### src/rtl/vga_timing_pkg.sv
// Shared raster timing types and 640x480@60 default constants for vga_timing_gen.
package vga_timing_pkg;

  typedef struct packed {
    int unsigned active;
    int unsigned fp;
    int unsigned sync;
    int unsigned bp;
  } vga_timing_t;

  localparam vga_timing_t VGA_640X480_H = '{active: 640, fp: 16, sync: 96, bp: 48};
  localparam vga_timing_t VGA_640X480_V = '{active: 480, fp: 10, sync: 2,  bp: 33};
  localparam int          VGA_640X480_CLK_DIV = 4;

  function automatic int unsigned total(input vga_timing_t t);
    return t.active + t.fp + t.sync + t.bp;
  endfunction

endpackage

### src/rtl/vga_pixel_tick.sv
// Pixel-clock enable: one-clk p_tick every CLK_DIV clks while en is high; div holds while en is low.
module vga_pixel_tick #(
  parameter int CLK_DIV = 4
) (
  input  logic clk,
  input  logic reset,
  input  logic en,
  output logic p_tick
);

  localparam int unsigned   DW       = (CLK_DIV > 1) ? $clog2(CLK_DIV) : 1;
  localparam logic [DW-1:0] DIV_LAST = DW'(CLK_DIV - 1);

  logic [DW-1:0] div;
  logic          div_last;

  assign div_last = (div == DIV_LAST);

  always_ff @(posedge clk or negedge reset) begin
    if (!reset) begin
      div <= '0;
    end else if (en) begin
      div <= div_last ? '0 : div + 1'b1;
    end
  end

  // Qualified by reset so no tick leaks out while reset is held (CLK_DIV == 1 case).
  assign p_tick = en && reset && div_last;

endmodule

### src/rtl/vga_timing_gen.sv
// Parametrised VGA raster timing generator: counters, sync/DE decode and line/frame strobes.
// Optional frame counter output enabled by defining VGA_TIMING_FRAME_CNT_EN.
module vga_timing_gen
  import vga_timing_pkg::*;
#(
  parameter int unsigned H_ACTIVE = VGA_640X480_H.active,
  parameter int unsigned H_FP     = VGA_640X480_H.fp,
  parameter int unsigned H_SYNC   = VGA_640X480_H.sync,
  parameter int unsigned H_BP     = VGA_640X480_H.bp,
  parameter int unsigned V_ACTIVE = VGA_640X480_V.active,
  parameter int unsigned V_FP     = VGA_640X480_V.fp,
  parameter int unsigned V_SYNC   = VGA_640X480_V.sync,
  parameter int unsigned V_BP     = VGA_640X480_V.bp,
  parameter logic        HS_POL   = 1'b0,
  parameter logic        VS_POL   = 1'b0,
  parameter int          CLK_DIV  = VGA_640X480_CLK_DIV,
  parameter int unsigned XW       = $clog2(H_ACTIVE + H_FP + H_SYNC + H_BP),
  parameter int unsigned YW       = $clog2(V_ACTIVE + V_FP + V_SYNC + V_BP)
`ifdef VGA_TIMING_FRAME_CNT_EN
  , parameter int unsigned FRAME_W = 8
`endif
) (
  input  logic          clk,
  input  logic          reset,
  input  logic          en,
  output logic          p_tick,
  output logic          h_sync,
  output logic          v_sync,
  output logic          DE,
  output logic [XW-1:0] pixel_x,
  output logic [YW-1:0] pixel_y,
  output logic          line_end,
  output logic          frame_end
`ifdef VGA_TIMING_FRAME_CNT_EN
  , output logic [FRAME_W-1:0] frame_cnt
`endif
);

  localparam vga_timing_t H_CFG = '{active: H_ACTIVE, fp: H_FP, sync: H_SYNC, bp: H_BP};
  localparam vga_timing_t V_CFG = '{active: V_ACTIVE, fp: V_FP, sync: V_SYNC, bp: V_BP};
  localparam int unsigned H_TOTAL   = total(H_CFG);
  localparam int unsigned V_TOTAL   = total(V_CFG);
  localparam int unsigned H_SYNC_LO = H_ACTIVE + H_FP;
  localparam int unsigned H_SYNC_HI = H_SYNC_LO + H_SYNC;
  localparam int unsigned V_SYNC_LO = V_ACTIVE + V_FP;
  localparam int unsigned V_SYNC_HI = V_SYNC_LO + V_SYNC;

  if (CLK_DIV < 1 || H_ACTIVE == 0 || H_FP == 0 || H_SYNC == 0 || H_BP == 0 ||
      V_ACTIVE == 0 || V_FP == 0 || V_SYNC == 0 || V_BP == 0) begin : g_bad_cfg
    $error("vga_timing_gen: CLK_DIV must be >= 1 and every timing length non-zero");
  end

  logic [XW-1:0] h_cnt;
  logic [YW-1:0] v_cnt;
  logic          h_last;
  logic          v_last;
  logic          h_act;
  logic          v_act;
  logic          h_in_sync;
  logic          v_in_sync;

  vga_pixel_tick #(
    .CLK_DIV (CLK_DIV)
  ) u_tick (
    .clk    (clk),
    .reset  (reset),
    .en     (en),
    .p_tick (p_tick)
  );

  assign h_last = (h_cnt == XW'(H_TOTAL - 1));
  assign v_last = (v_cnt == YW'(V_TOTAL - 1));

  always_ff @(posedge clk or negedge reset) begin
    if (!reset) begin
      h_cnt <= '0;
      v_cnt <= '0;
    end else if (p_tick) begin
      if (h_last) begin
        h_cnt <= '0;
        v_cnt <= v_last ? '0 : v_cnt + 1'b1;
      end else begin
        h_cnt <= h_cnt + 1'b1;
      end
    end
  end

  // Decode reads only the counter flops, so en never reaches these outputs combinationally.
  always_comb begin
    h_act     = (h_cnt < XW'(H_ACTIVE));
    v_act     = (v_cnt < YW'(V_ACTIVE));
    h_in_sync = (h_cnt >= XW'(H_SYNC_LO)) && (h_cnt < XW'(H_SYNC_HI));
    v_in_sync = (v_cnt >= YW'(V_SYNC_LO)) && (v_cnt < YW'(V_SYNC_HI));
    DE        = h_act && v_act;
    h_sync    = h_in_sync ? HS_POL : ~HS_POL;
    v_sync    = v_in_sync ? VS_POL : ~VS_POL;
    pixel_x   = DE ? h_cnt : '0;
    pixel_y   = DE ? v_cnt : '0;
  end

  assign line_end  = p_tick && h_last;
  assign frame_end = line_end && v_last;

`ifdef VGA_TIMING_FRAME_CNT_EN
  always_ff @(posedge clk or negedge reset) begin
    if (!reset) begin
      frame_cnt <= '0;
    end else if (frame_end) begin
      frame_cnt <= frame_cnt + 1'b1;
    end
  end
`endif

endmodule
### config.mk
export PLATFORM = sky130hd
export DESIGN_NAME = vga_timing_gen
export DESIGN_NICKNAME = d
export VERILOG_FILES = /design/src/rtl/vga_timing_pkg.sv /design/src/rtl/vga_pixel_tick.sv /design/src/rtl/vga_timing_gen.sv
export SDC_FILE = /design/constraint.sdc
export NUM_CORES = 1
export LEC_CHECK = 0
export CAP_MARGIN = 10
export CORE_MARGIN = 4
export CORE_UTILIZATION = 41
export CTS_BUF_LIST = sky130_fd_sc_hd__clkbuf_16
export DETAILED_ROUTE_END_ITERATION = 16
export PLACE_DENSITY_LB_ADDON = 0.2
export RECOVER_POWER = 100
export SLEW_MARGIN = 10
export SYNTH_ARGS = -nofsm -noshare
export SYNTH_HDL_FRONTEND = slang
export SYNTH_SLANG_ARGS = --single-unit
### constraint.sdc
create_clock -name clk -period 2.29 [get_ports clk]
set_input_delay 0.229 -clock clk [delete_from_list [all_inputs] [get_ports clk]]
set_output_delay 0.229 -clock clk [all_outputs]
set_load 0.1 [all_outputs]
# Word-level counts from Yosys, hierarchy flattened

Cells that the tools add are included.

Mux-type cells: 7
Reduce and logical (&&, ||, !) cells: 8
Order comparisons: 6
Add/subtract/negate cells: 3
Equality and inequality tests: 3

Operator list:

| kind                                                                   | number |
|---|---|
| 10-bit two-way mux                                                     | 4 |
| 10-bit by 1-bit adder with 10-bit output, second input constant        | 2 |
| 10-bit == test, second input constant                                  | 2 |
| 10-bit < comparator, second input constant                             | 2 |
| 10-bit by 9-bit < comparator with 1-bit output, second input constant  | 2 |
| 10-bit >= comparator, second input constant                            | 1 |
| 10-bit by 9-bit >= comparator with 1-bit output, second input constant | 1 |
| 1-bit logical AND                                                      | 7 |
| 2-bit by 1-bit adder with 2-bit output, second input constant          | 1 |
| 2-bit == test, second input constant                                   | 1 |
| 1-bit two-way mux                                                      | 2 |
| 2-bit two-way mux                                                      | 1 |
| 2-bit AND reduction                                                    | 1 |

Output and inout bits: 26
Bits in registers: 22
Input port bits: 3
Logic and storage cells: 30

# Longest topological paths before layout

Word-level depth: 4
Mapped depth: 8
Depth with buffers taken out: 6

# Modules after synthesis

A second synthesis with hierarchy kept.

Cell total of the unflattened synthesis: 144
Area total of the unflattened synthesis: 1,342.5 um^2

By module, submodules not included:

| module         | cells an instance | sequential area each (um^2) | area an instance (um^2) | times used |
|---|---|---|---|---|
| vga_timing_gen | 137               | 500.5                       | 1,246.2                 | 1 |
| vga_pixel_tick | 7                 | 50.0                        | 96.3                    | 1 |

# Worst setup path after synthesis

Ideal clock, no wire load.

Path kind: register to output
Start: register v_cnt[5]
End: output pixel_x[0]
Cell stages (with the launch flop): 4
Arrival: 3.618 ns
Path buffers: 1
Setup slack: -1.557 ns
Required time: 2.061 ns
Cells stage by stage: dfrtp_1 -> and4_1 -> buf_6 -> nor4_1

Word-level cells in the longest chain between the ends: 3

Ends and longest elaborated chain:

| what                                           | RTL line             | RTL |
|---|---|---|
| start: declaration                             | vga_timing_gen.sv:54 | `logic [YW-1:0] v_cnt;` |
| start signal: assignment                       | vga_timing_gen.sv:81 | `v_cnt <= v_last ? '0 : v_cnt + 1'b1;` |
| 10-bit by 9-bit < comparator with 1-bit output | vga_timing_gen.sv:91 | `v_act = (v_cnt < YW'(V_ACTIVE));` |
| 1-bit logical AND                              | vga_timing_gen.sv:94 | `DE = h_act && v_act;` |
| 10-bit two-way mux                             | vga_timing_gen.sv:97 | `pixel_x = DE ? h_cnt : '0;` |
| end: declaration                               | vga_timing_gen.sv:30 | `output logic [XW-1:0] pixel_x,` |

No other way between the ends.

# Final worst setup path

Start: register v_cnt[5]
End: output pixel_y[2]

Word-level cells in the longest chain between the ends: 3

Ends and longest elaborated chain:

| what                                           | RTL line             | RTL |
|---|---|---|
| 10-bit by 9-bit < comparator with 1-bit output | vga_timing_gen.sv:91 |  |
| 1-bit logical AND                              | vga_timing_gen.sv:94 |  |
| 10-bit two-way mux                             | vga_timing_gen.sv:98 | `pixel_y = DE ? v_cnt : '0;` |
| end: declaration                               | vga_timing_gen.sv:31 | `output logic [YW-1:0] pixel_y,` |

No other way between the ends.

==> results.toml <==
[routing]
drt-total-wl_um = 3340
via_count = 1193
drc = 0
drt.antenna.violating_nets = 0
drt_pass1_iterations = 4
wl_per_cell_um = 15.4
vias_per_cell = 5.50
dr.first_iter.drc_count = 61

[yosys]
yosysWarnings = 0
yosys.area.top_type = "dfrtp_1"
syn_nets = 150
synth_edf_count = 0
ys_types = 36
async_flop_share_pct = 100
synth_area_leaders = "dfrtp_1, and2_1, ha_1"
avgSynthCellArea_um2 = 9.49
ys_seq_area_share_pct = 40.9
synth-main-ff-cell = "dfrtp_1"
yosysMostFrequentCell = "dfrtp_1"
netlist_area_mm2 = 0.00135
synth_top_area_share_pct = 40.9
netlist_instances = 142
netlist_top_cells_count = "dfrtp_1, and2_1, nand2_1"
synth-seq-cells = 22

[floorplan]
dieArea_mm2 = 0.00427
die_w_um = 65.3
fp.coreArea_mm2 = 0.00310
initial_core_util_pct = 43.4
rows = 20
fp.dieH_um = 65.3
ios = 29

[clock_network]
path_clk_slew_ns = 0.06
post-cts-setup-buffers = 0
insertion_delay_ns = 0.26
htreeDepth = 1
cts_hold_buf = 0
clockBufferDepth = 2
root_buffer = "clkbuf_16"
cts_tree = "done"
clock_sinks = 22
cts_resized = 0
cts_made_buffers = 3

[global_routing]
grt_max_degree = 23
grt-ovfl-total = 0
grt_pass1_vias = 1145
antenna_found_initial = 0
grt_pass1_wl_um = 5700
grt_use_total_pct = 17.2

[sta]
hold_violations = 0
fin_crit_sh_pct = 98.3
finalSetupTns_ns = 0
tightestPinTransition_ns = 1.20
fin_ws_ns = 0.0378
maxSlewHeadroom_pct = 20.0
rsz0062_at_grt = "yes"
fin_skew_ns = 0.00201
maxSlewViolCount = 0
layout_min_cycle_time_ns = 2.25
fmax_ghz = 0.444
finalSetupViolCount = 0

[critical_path]
crit_path_end_kind = "primary output"
arrival_ns = 2.02
crit_type = "flip-flop to primary output"
worstPathRequired_ns = 2.06
cp_max_fo = 10
startpoint_type = "flip-flop"

[placed_design]
routabilityCongestion = 0.804
port_buffers = 27
place_ws_ns = 0.102
hpwlAfterDp_um = 2460

[finish]
diodes = 0
syn_to_final_growth_pct = 51.4
drive_gt1_share_pct = 31.2
fin_util_pct = 65.8
nFillCells = 264
nets = 182
seq_area_um2 = 551
multi_input_area_um2 = 773

[run]
max-cap-violations = 0

[power_and_ir_drop]
power.density_mw_per_mm2 = 778
vdd_ir_drop_max_mv = 0.956
p_clk_share_pct = 31.5
pwr-share-comb_pct = 37.6
power.internal_mw = 0.999
p_switching_mw = 0.589
seqPwrFrac_pct = 30.9
sw_frac_of_total_pct = 37.1
leakagePower_nw = 0.884

[worst_hold_path]
hp-class = "flip-flop to flip-flop"

[run_status]
status = "complete, no violations"
-- path summary, 6_finish.rpt --
check / start / cells past startpoint / end / slack (ns)
worst max register to register: h_cnt[0] / 6 / v_cnt[8] / 0.42
worst max-delay path: v_cnt[5] / 5 / pixel_y[2] / 0.04
worst min-delay path: v_cnt[8] / 1 / v_cnt[8] / 0.52
worst min register to register: v_cnt[8] / 1 / v_cnt[8] / 0.52
max in group asynchronous: reset / 2 / h_cnt[0] / 0.75
min in group asynchronous: reset / 2 / v_cnt[5] / 0.83
-- metrics by stage --
step | total power, mW | hold slack (ns) | instance area [um^2] | std cells
floorplan | 0.884 | -0.0666 | 1400 | 142
global placement | 1.09 | 0.493 | 1950 | 213
detailed placement | 1.11 | 0.511 | 1950 | 213
CTS | 1.61 | 0.447 | 2050 | 217
global route | 1.65 | 0.565 | 2040 | 217
finish | 1.59 | 0.517 | 2040 | 217
-- layout make-up --
| class | count | area share [%] |
|---|---|---|
| Multi-Input combinational cell | 107 | 37.9 |
| Sequential cell | 22 | 27.0 |
| Timing Repair Buffer | 33 | 25.8 |
| Clock buffer | 3 | 3.68 |
| Tap cell | 44 | 2.70 |
| Inverter | 7 | 1.53 |
| Clock inverter | 1 | 1.47 |
-- cell families (layout without fill, tap and decap cells) --
| kind of cell | Yosys count | count (layout) | synth area share [%] |
|---|---|---|---|
| simple gates | 74 | 74 | 32.0 |
| flops | 22 | 22 | 40.9 |
| buf+inv | 13 | 44 | 6.59 |
| compound gates | 11 | 11 | 4.55 |
| xor+xnor | 11 | 11 | 7.15 |
| fa+ha+maj | 5 | 5 | 4.64 |
| mux | 5 | 5 | 3.90 |
| other cells | 1 | 1 | 0.278 |
-- critical path, stage by stage (launching register included) --
cell and delay [ns]:
dfrtp_1 0.46, and4_1 0.41, nor3_1 0.31, buf_4 0.22, and2_2 0.18, buf_12 0.17
-- per-layer routing --
layer / vias to the layer above / wire (um) / global-route usage [%]
met1: 598 / 1500 / 23.5
met2: 36 / 1630 / 28.2
met4: 0 / 42 / 5.44
li1: 554 / - / -
met3: 5 / 169 / 2.39
met5: - / 0 / 0
-- power groups by stage --
stage	Combinational (mW)	Sequential, mW	Clock (mW)
floorplan	0.401	0.483	0
global placement	0.597	0.491	0
detailed placement	0.610	0.497	0
CTS	0.616	0.490	0.501
global route	0.631	0.499	0.516
finish	0.596	0.491	0.501
-- sequential cells by signal (all words and copies together) (netlist names) --
| name | cells |
|---|---|
| h_cnt | 10 |
| v_cnt | 10 |
| u_tick.div | 2 |
-- layout by cell type (no fill, tap or decap), drive strengths merged --
master and count:
nor2 7, dfrtp 22, dlygate4sd3 1, buf 26
o21ai 5, nor4 5, inv 5, and2 15
xor2 7, and3 3, o22ai 1, and4 3
xnor2 4, nor4b 2, clkbuf 8, nand3 11
a21oi 2, or4 2, bufinv 1, conb 1
clkinv 2, nor3b 2, nor3 5, nand2b 1
ha 5, mux2 2, a31oi 2, nand4bb 1
mux2i 3, nand3b 1, o21a 1, nand4 5
clkdlybuf4s50 1, nand2 11
Power figures use the tool's default switching activity.
